$ cat src/rtl/jttrack_gfx_arb.sv
// -----------------------------------------------------------------------------
// jttrack_gfx_arb
//
// Shares one 32-bit SDRAM graphics read port between the scroll tile fetcher
// and the object fetcher. Each requester keeps a one-entry result cache
// (tag, valid, data), so repeated reads of the same word are answered
// combinationally and cost no SDRAM access.
//
// Optional feature macro: JTTRACK_GFXARB_RR_EN
//   defined     -> round-robin arbitration on a tie (a 1-bit 'last' register,
//                  reset to obj so scroll wins the first tie)
//   not defined -> fixed priority, scroll wins every tie
//
// Ports:
//   clk, rst_n            clock, asynchronous active-low reset
//   scr_cs/scr_addr       scroll request and 14-bit word address
//   scr_data/scr_ok       scroll cached data, valid for the current scr_addr
//   obj_cs/obj_addr       object request and 14-bit word address
//   obj_data/obj_ok       object cached data, valid for the current obj_addr
//   rom_cs/rom_addr       SDRAM request and AW-bit word address
//   rom_data/rom_ok       SDRAM read data and data-valid level
//   busy                  a fetch is outstanding (debug)
// -----------------------------------------------------------------------------
module jttrack_gfx_arb #(
  parameter int              AW         = 15,
  parameter logic [AW-1:0]   SCR_OFFSET = AW'(15'h0000),
  parameter logic [AW-1:0]   OBJ_OFFSET = AW'(15'h4000)
) (
  input  logic          clk,
  input  logic          rst_n,

  input  logic          scr_cs,
  input  logic [13:0]   scr_addr,
  output logic [31:0]   scr_data,
  output logic          scr_ok,

  input  logic          obj_cs,
  input  logic [13:0]   obj_addr,
  output logic [31:0]   obj_data,
  output logic          obj_ok,

  output logic          rom_cs,
  output logic [AW-1:0] rom_addr,
  input  logic [31:0]   rom_data,
  input  logic          rom_ok,

  output logic          busy
);

  typedef enum logic { IDLE = 1'b0, FETCH = 1'b1 } state_t;
  typedef enum logic { SEL_SCR = 1'b0, SEL_OBJ = 1'b1 } sel_t;

  state_t        state, state_nxt;
  sel_t          gnt_sel;        // requester currently being fetched
  logic [AW-1:0] gnt_addr;       // SDRAM address of the outstanding fetch
  logic [13:0]   gnt_tag;        // requester address latched at grant time

  logic [13:0]   scr_tag, obj_tag;
  logic          scr_vld, obj_vld;

  logic          scr_pend, obj_pend;
  logic          take;           // IDLE with something pending: grant now
  sel_t          pick;           // grantee chosen this cycle
  logic          fill;           // outstanding fetch completes this cycle

  // Offset addition truncates to AW bits, so the sum wraps around.
  logic [AW-1:0] scr_full, obj_full;
  assign scr_full = AW'(scr_addr) + SCR_OFFSET;
  assign obj_full = AW'(obj_addr) + OBJ_OFFSET;

  // Hits are combinational, so ok drops in the same cycle the address moves.
  assign scr_ok = scr_cs & scr_vld & (scr_tag == scr_addr);
  assign obj_ok = obj_cs & obj_vld & (obj_tag == obj_addr);

  // The requester being fetched is never pending, even if its address moved.
  assign scr_pend = scr_cs & ~scr_ok & ~((state == FETCH) & (gnt_sel == SEL_SCR));
  assign obj_pend = obj_cs & ~obj_ok & ~((state == FETCH) & (gnt_sel == SEL_OBJ));

  assign rom_cs   = (state == FETCH);
  assign rom_addr = gnt_addr;
  assign busy     = (state == FETCH);
  assign fill     = (state == FETCH) & rom_ok;

`ifdef JTTRACK_GFXARB_RR_EN
  sel_t last;   // most recent grantee; the other one wins a tie

  always_comb begin
    pick = (obj_pend & (~scr_pend | (last == SEL_SCR))) ? SEL_OBJ : SEL_SCR;
  end

  always_ff @(posedge clk or negedge rst_n) begin
    if (!rst_n)    last <= SEL_OBJ;
    else if (take) last <= pick;
  end
`else
  always_comb begin
    pick = (obj_pend & ~scr_pend) ? SEL_OBJ : SEL_SCR;
  end
`endif

  // NOTE: every signal assigned in this block gets a default first, so no
  // path through the case leaves it unassigned and no latch is inferred.
  always_comb begin
    state_nxt = state;
    take      = 1'b0;
    case (state)
      IDLE: begin
        if (scr_pend | obj_pend) begin
          take      = 1'b1;
          state_nxt = FETCH;
        end
      end
      FETCH: begin
        if (rom_ok) state_nxt = IDLE;
      end
      default: state_nxt = IDLE;
    endcase
  end

  // NOTE: sequential state uses non-blocking assignments only, so every
  // register samples the pre-edge values regardless of statement order.
  always_ff @(posedge clk or negedge rst_n) begin
    if (!rst_n) begin
      state    <= IDLE;
      gnt_sel  <= SEL_SCR;
      gnt_addr <= '0;
      gnt_tag  <= '0;
    end else begin
      state <= state_nxt;
      if (take) begin
        gnt_sel  <= pick;
        gnt_addr <= (pick == SEL_OBJ) ? obj_full : scr_full;
        gnt_tag  <= (pick == SEL_OBJ) ? obj_addr : scr_addr;
      end
    end
  end

  // NOTE: the one-entry caches are plain flops, so the data words are reset
  // along with tag and valid; reset therefore also invalidates both caches.
  always_ff @(posedge clk or negedge rst_n) begin
    if (!rst_n) begin
      scr_tag  <= '0;
      scr_vld  <= 1'b0;
      scr_data <= '0;
      obj_tag  <= '0;
      obj_vld  <= 1'b0;
      obj_data <= '0;
    end else if (fill) begin
      // The tag is the address latched at grant time: if the requester moved
      // on during the fetch, it misses and gets re-fetched from IDLE.
      if (gnt_sel == SEL_SCR) begin
        scr_tag  <= gnt_tag;
        scr_vld  <= 1'b1;
        scr_data <= rom_data;
      end else begin
        obj_tag  <= gnt_tag;
        obj_vld  <= 1'b1;
        obj_data <= rom_data;
      end
    end
  end

endmodule

$ cat config.mk
export PLATFORM = sky130hd
export DESIGN_NAME = jttrack_gfx_arb
export DESIGN_NICKNAME = d
export VERILOG_FILES = /design/src/rtl/jttrack_gfx_arb.sv
export SDC_FILE = /design/constraint.sdc
export NUM_CORES = 1
export LEC_CHECK = 0
export ABC_AREA = 1
export CAP_MARGIN = 20
export CORE_ASPECT_RATIO = 0.8
export CORE_MARGIN = 8
export CORE_UTILIZATION = 30
export DETAILED_ROUTE_END_ITERATION = 10
export GPL_TIMING_DRIVEN = 0
export PLACE_DENSITY = 0.55
export SETUP_SLACK_MARGIN = 0.2
export SLEW_MARGIN = 0
export SYNTH_ARGS = -nofsm -noshare
export SYNTH_HDL_FRONTEND = slang
export SYNTH_SLANG_ARGS = --single-unit
$ cat constraint.sdc
create_clock -name clk -period 1.3 [get_ports clk]
set_input_delay 0.39 -clock clk [delete_from_list [all_inputs] [get_ports clk]]
set_output_delay 0.39 -clock clk [all_outputs]
set_load 0.005 [all_outputs]
After elaboration in Yosys (flattened, before gate mapping)
Index checks and enable logic that the tools add are counted.

Add/sub/neg operators: 1. Muxes and demuxes: 7. Bitwise gates (word level): 20. Reduce and logical (&&, ||, !) cells: 2. Eq/ne operators: 2.

Operators by type and width (number): $eq 14x14->1 (2); $add 14x15->15 const B (1); $mux 15 (1); $mux 14 (1); $and 1x1->1 (12); $not 1->1 (7); $mux 1 (4); $reduce_and 2->1 (2); $pmux 1 s2 (1); $or 1x1->1 (1).

Register bits: 125.

Depth between registers and ports, before layout
Depth after elaboration: 9. Mapped depth: 13.

Worst setup path before layout
OpenSTA, ideal clock, no wires.

Path kind: input port to flip-flop. From: in obj_addr[6]. To: reg gnt_addr[0], in the netlist rom_addr[0]. Arrival time: 1.330 ns. Cell stages on the path: 11. Slack: -0.147 ns. Path buffers: 1. Data required time: 1.183 ns. Cell sequence: inv_1 -> nand2_1 -> nand2_1 -> nor2_1 -> nand2_1 -> nor2_2 -> a21oi_2 -> buf_4 -> nand3_1 -> nand3_1 -> nand2_1.

Cells in the longest elaborated chain, start to end: 8. Elaborated cells between the ends (all ways): 11.

RTL lines: start, declared (line 38) `input logic [13:0] obj_addr,`; $eq 14x14->1 * (line 73) `assign obj_ok = obj_cs & obj_vld & (obj_tag == obj_addr);`; $and 1x1->1 * (line 73); $not 1->1 * (line 77) `assign obj_pend = obj_cs & ~obj_ok & ~((state == FETCH) & (gnt_sel == SEL_OBJ));`; $and 1x1->1 * (2 in a row) (line 77); $and 1x1->1 / $or 1x1->1 (equally long branches) (line 97, 108); $mux 1, on equally long branches (line 97, 108); $mux 15 / $mux 1 (equally long branches) (line 132, 106); end signal, assigned (line 132) `gnt_addr <= (pick == SEL_OBJ) ? obj_full : scr_full;`; end, declared (line 55) `logic [AW-1:0] gnt_addr;`.

Mark *: on every way between the ends. The rest lies on a longest branch, timed or not. A chain may end at the register's enable or synchronous reset.

Worst setup path in the final report
From: reg obj_tag[11]. To: out obj_ok.

Cells in the longest elaborated chain, start to end: 2.

RTL lines: start, declared (line 58) `logic [13:0] scr_tag, obj_tag;`; start signal, assigned (line 156) `obj_tag <= gnt_tag;`; $eq 14x14->1 (line 73); $and 1x1->1 (line 73); end, declared (line 40) `output logic obj_ok,`.

Every way passes these cells.

==> flow_summary.json <==
{
  "drv.max_cap_violation_count": 0,
  "layout_min_cycle_time_ns": 2.15,
  "post_synth_top_flop": "sky130_fd_sc_hd__dfrtp_1",
  "tritoncts": "done",
  "first_global_vias": 5256,
  "post-route-cell-area_um2": 8630,
  "p_leak_uw": 0.00454,
  "design_power_total_uw": 19000,
  "route.vias.total": 5129,
  "design.die.area_um2": 20900,
  "netlist_instances": 618,
  "cts_hold_buf": 0,
  "cts.clk_slew.worst_paths_ns": 0.07,
  "synthesis.area_per_instance_um2": 8.02,
  "achievable_freq_mhz": 466,
  "cp-end-kind": "output pin",
  "tritoncts.num_buffers": 9,
  "critical_path.max_fanout": 3,
  "detail-route-antenna-nets": 0,
  "first_pass_grt_wire_length_um": 28200,
  "count_leader_synth": "sky130_fd_sc_hd__nand2_1",
  "grt_start_max_net_pins": 59,
  "grt_usage_pct": 17.3,
  "drt-pass1-iter-count": 4,
  "fin_hold_viols": 0,
  "std_cell_rows": 42,
  "antenna_cells_inserted": 0,
  "path_class": "flop to output pin",
  "drc": 0,
  "layout-drive-gt1-share_pct": 41.6,
  "clock-root-buffer": "sky130_fd_sc_hd__clkbuf_16",
  "dpl_cell_area_um2": 6840,
  "cts_max_level": 3,
  "cp_cell_sequence": "inv_2 -> nand2_2 -> nand3_2 -> nor3_2 -> nand4_1 -> nor4_2 -> buf_2",
  "clock_insertion_delay_worst_skew_ns": 0.35,
  "cell_with_the_biggest_individual_delay_on_the_critical_path": "sky130_fd_sc_hd__dfrtp_1",
  "wl_um": 19100,
  "cp-start-kind": "flop",
  "dieWidth_um": 160,
  "cts_max_path_bufs": 2,
  "count_of_flip_flops_with_a_built_in_enable_after_synthesis": 0,
  "crit_arrival_ns": 1.76,
  "synth.cell_area_um2": 4960,
  "design.final.nets": 944,
  "synth.yosys.seq_area_share_pct": 55.5,
  "grt_antenna_before_repair": 0,
  "cts.sink_count": 110,
  "initial_utilization_pct": 30.3,
  "vdd_ir_drop_max_mv": 0.968,
  "critical_path_required_ns": 0.91,
  "timing.slew.headroom_pct": 51.8,
  "viasPerCell": 4.65,
  "setup.reg_to_reg.worst_slack_ns": -0.59,
  "outcome": "finished, violations left",
  "count_of_state_elements_after_synthesis": 110,
  "detail_route.wl_per_cell_um": 17.3,
  "ys_top_cells_by_area": "sky130_fd_sc_hd__dfrtp_1 56%, sky130_fd_sc_hd__nand2_1 16%, sky130_fd_sc_hd__o21ai_0 9.7%, sky130_fd_sc_hd__inv_1 7.0%, sky130_fd_sc_hd__nand3_1 3.4%",
  "setup_violations": 110,
  "grt_setup_unrepaired": "yes",
  "worstHoldPathType": "input pin to asynchronous set/reset pin",
  "max_stage_delay_ns": 0.43,
  "clock-skew-final_ns": 0.00912,
  "globalRoute.totalOverflow": 0,
  "timing.final.crit_share_pct": 165,
  "violated_checks": "negative setup slack",
  "chipHeight_um": 131,
  "synth_fp_nets": 683,
  "area_of_the_placeable_core_um2": 16300,
  "post-synth-top-area-cell": "sky130_fd_sc_hd__dfrtp_1",
  "synth_common_cells": "206 x sky130_fd_sc_hd__nand2_1, 110 x sky130_fd_sc_hd__dfrtp_1, 96 x sky130_fd_sc_hd__o21ai_0, 92 x sky130_fd_sc_hd__inv_1, 34 x sky130_fd_sc_hd__nand3_1",
  "power.density_nw_per_um2": 2200,
  "hpwl_um": 12000,
  "synth_top_area_share_pct": 55.5,
  "synthesis.yosys.warnings": 0,
  "io_buffers": 147,
  "area_growth_from_synthesis_to_layout_pct": 74.2,
  "worstMarginPinSlew_ns": 0.723,
  "slew_violations": 0,
  "final_critical_path_setup_slack_ns": -0.848,
  "finalWeightedCongestion": 0.931,
  "ioPinCount": 148,
  "yosysUniqueCellTypes": 24,
  "share_of_synthesized_flip_flops_with_an_asynchronous_set_or_reset_pct": 100,
  "first_iter_violations": 269
}
-- path summary, 6_finish.rpt --
| kind | start | endpoint | depth (start not counted) |
|---|---|---|---|
| worst max-delay path | obj_tag[11] | obj_ok | 7 |
| worst min-delay path | rst_n | obj_data[24] | 1 |
| worst max register to register | obj_tag[11] | rom_addr[2] | 14 |
| worst min register to register | scr_tag[2] | scr_tag[2] | 2 |
| max in group asynchronous | rst_n | scr_tag[10] | 2 |
| min in group clk | obj_addr[9] | rom_addr[9] | 5 |
-- repair_timing --
action | 4_1_cts | 5_1_grt
gates resized for setup | 562 | 127
gates cloned | 21 | 3
setup buffers | 42 | 36
pin swaps | 15 | 42
endpoints found under the setup margin | 193 | 193
-- layout by cell type (no fill, tap or decap), types with 2 or more instances in the layout --
| master | n |
|---|---|
| sky130_fd_sc_hd__inv_2 | 20 |
| sky130_fd_sc_hd__nand2_1 | 146 |
| sky130_fd_sc_hd__nand3_1 | 13 |
| sky130_fd_sc_hd__inv_12 | 2 |
| sky130_fd_sc_hd__dlygate4sd2_1 | 27 |
| sky130_fd_sc_hd__clkbuf_1 | 4 |
| sky130_fd_sc_hd__clkdlybuf4s50_1 | 33 |
| sky130_fd_sc_hd__buf_4 | 59 |
| sky130_fd_sc_hd__a21oi_4 | 2 |
| sky130_fd_sc_hd__dfrtp_1 | 109 |
| sky130_fd_sc_hd__o21ai_1 | 80 |
| sky130_fd_sc_hd__xnor2_1 | 3 |
| sky130_fd_sc_hd__buf_6 | 37 |
| sky130_fd_sc_hd__nor2_2 | 5 |
| sky130_fd_sc_hd__buf_2 | 74 |
| sky130_fd_sc_hd__bufinv_16 | 2 |
| sky130_fd_sc_hd__clkbuf_16 | 31 |
| sky130_fd_sc_hd__nand2_2 | 56 |
| sky130_fd_sc_hd__dlymetal6s2s_1 | 3 |
| sky130_fd_sc_hd__nand3_4 | 4 |
| sky130_fd_sc_hd__inv_1 | 76 |
| sky130_fd_sc_hd__nor2_4 | 2 |
| sky130_fd_sc_hd__o21ai_2 | 20 |
| sky130_fd_sc_hd__inv_4 | 2 |
| sky130_fd_sc_hd__nand2_8 | 3 |
| sky130_fd_sc_hd__buf_16 | 2 |
| sky130_fd_sc_hd__nand2_4 | 6 |
| sky130_fd_sc_hd__nand3_2 | 17 |
| sky130_fd_sc_hd__o21ai_0 | 2 |
| sky130_fd_sc_hd__clkbuf_8 | 6 |
| sky130_fd_sc_hd__buf_8 | 13 |
| sky130_fd_sc_hd__nand4_1 | 4 |
| sky130_fd_sc_hd__nor2_1 | 12 |
-- registers in the layout, summed over array words and instances, names as in the netlist --
name,cells
busy,1
obj_data,32
obj_vld,1
rom_addr,14
scr_data,32
scr_tag,14
scr_vld,1
gnt_sel,1
obj_tag,14
-- per-stage QoR --
stage	instances	setup TNS (ns)	utilization (%)	hold slack (ns)	setup slack (ns)
after floorplan	618	-1.28	-	0.0944	-0.126
after CTS	1065	-13.08	48.7	0.102	-0.776
final	1104	-16.69	52.8	0.0908	-0.848
after global routing	1104	-21.70	52.8	0.133	-0.945
after global placement	985	-541.37	41.7	0.466	-4.73
after detailed placement	986	-68.93	41.9	0.476	-1.28
-- layout make-up --
class / instances / area (µm²)
fillers: 1500 / 7710
clock inverters: 3 / 68.8
flip-flops and latches: 110 / 2750
plain buffers: 27 / 577
inverters: 100 / 405
repair buffers: 250 / 2160
clock buffers: 13 / 240
well taps: 220 / 275
multi-input cells: 381 / 2150
-- worst max-delay path, delay by kind of cell, from the launching register on --
kind	cells	cell delay, ns
buffers and inverters	2	0.21
DFF	1	0.43
and+or+nand+nor	5	0.76
-- metal layers --
metal  vias up  part of all wire, %  global-route usage [%]
met4         0                  1.9                    4.32
met1      2458                   44                    21.8
met3        33                  7.7                    6.64
li1       2435                    -                       -
met2       203                   46                    27.8
met5         -                    0                       0
-- power by group --
group / total [µW] / internal [µW] / switching [µW] / leakage [µW]
logic: 10000 / 5350 / 4670 / 0.00302
registers: 6090 / 4970 / 1120 / 0.00137
clock network: 2910 / 1700 / 1220 / 0.000148
-- cells by family (layout without fill, tap and decap cells) --
kind of cell | Yosys count | after routing | synth area share [%]
compound gates | 108 | 108 | 11.4
xor+xnor | 3 | 3 | 0.530
simple gates | 270 | 270 | 22.2
buf+inv | 127 | 393 | 10.3
flops | 110 | 110 | 55.5
Note: power is estimated with default switching activity, not from simulation.
